--- src/rtl/rr_arbiter_mux.sv ---
// rr_arbiter_mux: round-robin N-to-1 stream merger with per-packet grant lock and registered output
module rr_arbiter_mux #(
    parameter int NUM_INPUTS = 4,
    parameter int DATA_WIDTH = 32,
    localparam int SELECT_BITS = (NUM_INPUTS > 1) ? $clog2(NUM_INPUTS) : 1
) (
    input  logic                             i_clk,
    input  logic                             i_rst_n,
    input  logic [NUM_INPUTS-1:0]            i_valid,
    input  logic [NUM_INPUTS-1:0]            i_last,
    input  logic [NUM_INPUTS*DATA_WIDTH-1:0] i_data_bus,
    output logic [NUM_INPUTS-1:0]            o_ready,
    output logic                             o_valid,
    output logic [DATA_WIDTH-1:0]            o_data,
    output logic                             o_last,
    output logic [SELECT_BITS-1:0]           o_grant,
    input  logic                             i_ready
);
    typedef enum logic {IDLE, LOCKED} state_t;
    state_t state;
    logic [SELECT_BITS-1:0] ptr, lk, win, sel;
    logic [SELECT_BITS:0] j;
    logic found, load, xfer;
    logic [DATA_WIDTH-1:0] data [NUM_INPUTS];
    for (genvar k = 0; k < NUM_INPUTS; k++) begin : g_data
        assign data[k] = i_data_bus[k*DATA_WIDTH +: DATA_WIDTH];
    end
    // scan from the far end back towards ptr so the closest requester wins
    always_comb begin
        win = '0;
        found = 1'b0;
        j = '0;
        for (int i = NUM_INPUTS - 1; i >= 0; i--) begin
            j = {1'b0, ptr} + (SELECT_BITS+1)'(i);
            j = (j >= (SELECT_BITS+1)'(NUM_INPUTS)) ? j - (SELECT_BITS+1)'(NUM_INPUTS) : j;
            if (i_valid[j[SELECT_BITS-1:0]]) begin
                win = j[SELECT_BITS-1:0];
                found = 1'b1;
            end
        end
    end
    assign load    = !o_valid || i_ready;
    assign sel     = (state == LOCKED) ? lk : win;
    assign xfer    = load && ((state == LOCKED) ? i_valid[sel] : found);
    assign o_ready = (load && (state == LOCKED || found)) ? NUM_INPUTS'(1) << sel : '0;
    always_ff @(posedge i_clk or negedge i_rst_n) begin
        if (!i_rst_n) begin
            state   <= IDLE;
            ptr     <= '0;
            lk      <= '0;
            o_valid <= 1'b0;
            o_data  <= '0;
            o_last  <= 1'b0;
            o_grant <= '0;
        end else if (load) begin
            o_valid <= xfer;
            if (xfer) begin
                o_data  <= data[sel];
                o_last  <= i_last[sel];
                o_grant <= sel;
                lk      <= sel;
                state   <= i_last[sel] ? IDLE : LOCKED;
                if (i_last[sel])
                    ptr <= (sel == SELECT_BITS'(NUM_INPUTS - 1)) ? '0 : sel + 1'b1;
            end
        end
    end
endmodule

--- config.mk ---
export PLATFORM = sky130hd
export DESIGN_NAME = rr_arbiter_mux
export DESIGN_NICKNAME = d
export VERILOG_FILES = /design/src/rtl/rr_arbiter_mux.sv
export SDC_FILE = /design/constraint.sdc
export NUM_CORES = 1
export LEC_CHECK = 0
export CAP_MARGIN = 20
export CORE_AREA = 2 2 74 76
export CTS_CLUSTER_DIAMETER = 60
export DETAILED_ROUTE_END_ITERATION = 10
export DIE_AREA = 0 0 76 78
export DONT_BUFFER_PORTS = 1
export GPL_TIMING_DRIVEN = 0
export PLACE_DENSITY_LB_ADDON = 0.08
export SETUP_SLACK_MARGIN = 0.02
export SYNTH_ARGS = -nofsm -noshare
export SYNTH_HDL_FRONTEND = slang
export SYNTH_SLANG_ARGS = --single-unit
--- constraint.sdc ---
create_clock -name i_clk -period 3.3 [get_ports i_clk]
set_input_delay 0.495 -clock i_clk [delete_from_list [all_inputs] [get_ports i_clk]]
set_output_delay 0.495 -clock i_clk [all_outputs]
set_load 0.02 [all_outputs]
==> run metrics <==
share of layout cells above drive strength 1=31.0%; Fillers=409; standard-cell rows=26; Yosys reg bits=39; cell with the most instances after synthesis=and3_1; Via density=6.74; multi-input logic area=2040 µm²; # IOs=179; ys async rst share=100%; port bufs=0; Worst Hold Class=input pin to async pin; Area contributors post-synth=dfrtp_1 (30%), a211oi_2 (15%), and3_1 (12%); critical-path maximum fanout=11; post-DP HPWL=6.77 mm; DR vias=2735; relative slew slack=53.5%; GRT Overall Usage=30.5%; synth unique cells=46; Post-route DRC=0; r2r worst-path depth=4; clk buf depth=2; Worst-Skew Late Latency=0.30 ns; clock sinks=39; leading area contributor after synthesis=dfrtp_1; final hold slack=0.0314 ns; ANT nets after route=0; initial antenna violation count=1; GP Congestion=0.912; area fraction of the dominant cell type after synthesis=29.9%; wire per inst=22.1 µm; Crit. End Element=primary output; grt ovf=0; Routed WL=8.97 mm; CTS Buf Count=5; Clock Skews=0.0125 ns; Pwr per Cell Area=1280 nW/µm²; Tmin final=2.98 ns; yosys warns=0; Fmax achieved=335 MHz; Starting Density=64.7%; Core Area=5040 µm²; Post-Syn Instances=326; internal reg-to-reg setup slack=0.95 ns; syn avg cell area=10.0 µm²; worst setup margin=0.317 ns; vias in the first global route=2813; Final Max Slew Viols=0; Slew @ Worst Pin=0.698 ns; status=finished, final reports clean; Place WS=0.613 ns; RSZ-0062 raised after global routing=no; Die Y=78 µm; clock root cell=clkbuf_8; TritonCTS clock tree=yes; register area=976 µm²; Mapped Area=3260 µm²; Worst EP required=2.80 ns; Final nets=477; Area Overhead vs Synth=5.87%; Post-synth EDFFs=0; die area=5930 µm²; Max-Cap Viols=0; Setup Total Neg Slack=0 ns; synthesized netlist net count=469; number of detailed-route iterations in the first pass=4; setup violators final=0; drt initial violations=145; crit start category=register; Reg-to-Reg End=o_data[29]; Post-synth top flop=dfrtp_1; H-tree Lvls=2; first-pass GRT wire length=14.3 mm; P_leak=1.47 nW; crit path kind=register to primary output; final hold vios=0; crit path DAT=2.49 ns; peak supply drop=0.664 mV; Clk pin slew, worst setup/hold paths=0.09 ns; reg2reg start=lk[1]; Synth top cells by count=and3_1 (64), a211oi_2 (39), dfrtp_1 (39), nand2_1 (38), o31ai_2 (32); die width=76 µm; sequential fraction of the synthesis area=29.9%; largest net degree at the start of global routing=40; fin crit share=90.4%
[layer usage]
metal / vias up / global-route usage, % / share of wire, %
met2: 127 / 52.7 / 51
met3: 11 / 7.67 / 7.4
met4: 0 / 9.45 / 1.4
li1: 1261 / - / -
met5: - / 0 / 0
met1: 1336 / 37.6 / 40
[state kept, by name, summed over array words and instances, names as in the netlist]
signal   flops
o_last       1
o_data      32
state        1
ptr          2
lk           2
o_valid      1
[through the flow]
| step | total power, W | cell area, µm² | cells | util (%) |
|---|---|---|---|---|
| 3_3_place_gp | 0.00402 | 3350 | 396 | 66.4 |
| 2_1_floorplan | 0.00353 | 3260 | 326 | - |
| 3_5_place_dp | 0.00411 | 3350 | 396 | 66.4 |
| 6_report | 0.00443 | 3450 | 406 | 68.5 |
| 5_1_grt | 0.00476 | 3450 | 406 | 68.5 |
| 4_1_cts | 0.00443 | 3450 | 405 | 68.4 |
[area by class of cell]
cell class	instances	share of cell area, %
diodes	1	0.0725
plain buffers	34	6.38
clock buffers	7	2.21
clock inverters	1	0.145
inverters	5	0.616
multi-input cells	248	59.2
flip-flops and latches	39	28.3
well taps	70	2.54
repair buffers	1	0.580
[worst max path at each step]
stage / startpoint / to / slack [ns] / depth (start not counted)
detailed placement: i_valid[3] / o_ready[1] / 0.61 / 7
global placement: i_valid[3] / o_ready[1] / 0.64 / 7
CTS: state / o_ready[1] / 0.34 / 7
floorplan: i_valid[3] / o_ready[0] / 0.89 / 7
global route: state / o_ready[1] / 0.20 / 7
finish: state / o_ready[1] / 0.32 / 7
[where the power goes]
group	switching [W]	internal, W
sequential	0.000476	0.000729
clock	0.000176	0.000149
combinational	0.00172	0.00118
total	0.00238	0.00206
[cells in the final DEF (no fill, tap or decap), drive strengths merged, types with 2 or more instances in the layout]
master,instances
nor2,5
o21ai,6
dfrtp,39
o31ai,33
a211oi,65
nand2b,4
nand2,38
clkbuf,26
mux2,2
and2,5
and3,64
ha,4
inv,5
nor2b,2
buf,16
[kinds of logic after synthesis]
group / share of synthesized area [%]
muxes: 1.38
DFF: 29.9
buffers and inverters: 7.40
AOI/OAI and AO/OA: 38.4
and+or+nand+nor: 21.4
adders and majority gates: 1.53
[repair_timing]
item / CTS / global route
hold endpoints to repair: 39 / 0
hold buffers: 1 / 0
gates resized for setup: 0 / 0
buffers inserted: 0 / 0
[critical path: stages, from the launching register on]
cell	delay, ns
dfrtp_1	0.45
or2_1	0.28
a311oi_2	0.33
nor3_2	0.16
inv_2	0.18
buf_2	0.35
ha_1	0.21
and2_1	0.25
No activity file was read; power rests on OpenSTA's default activity.
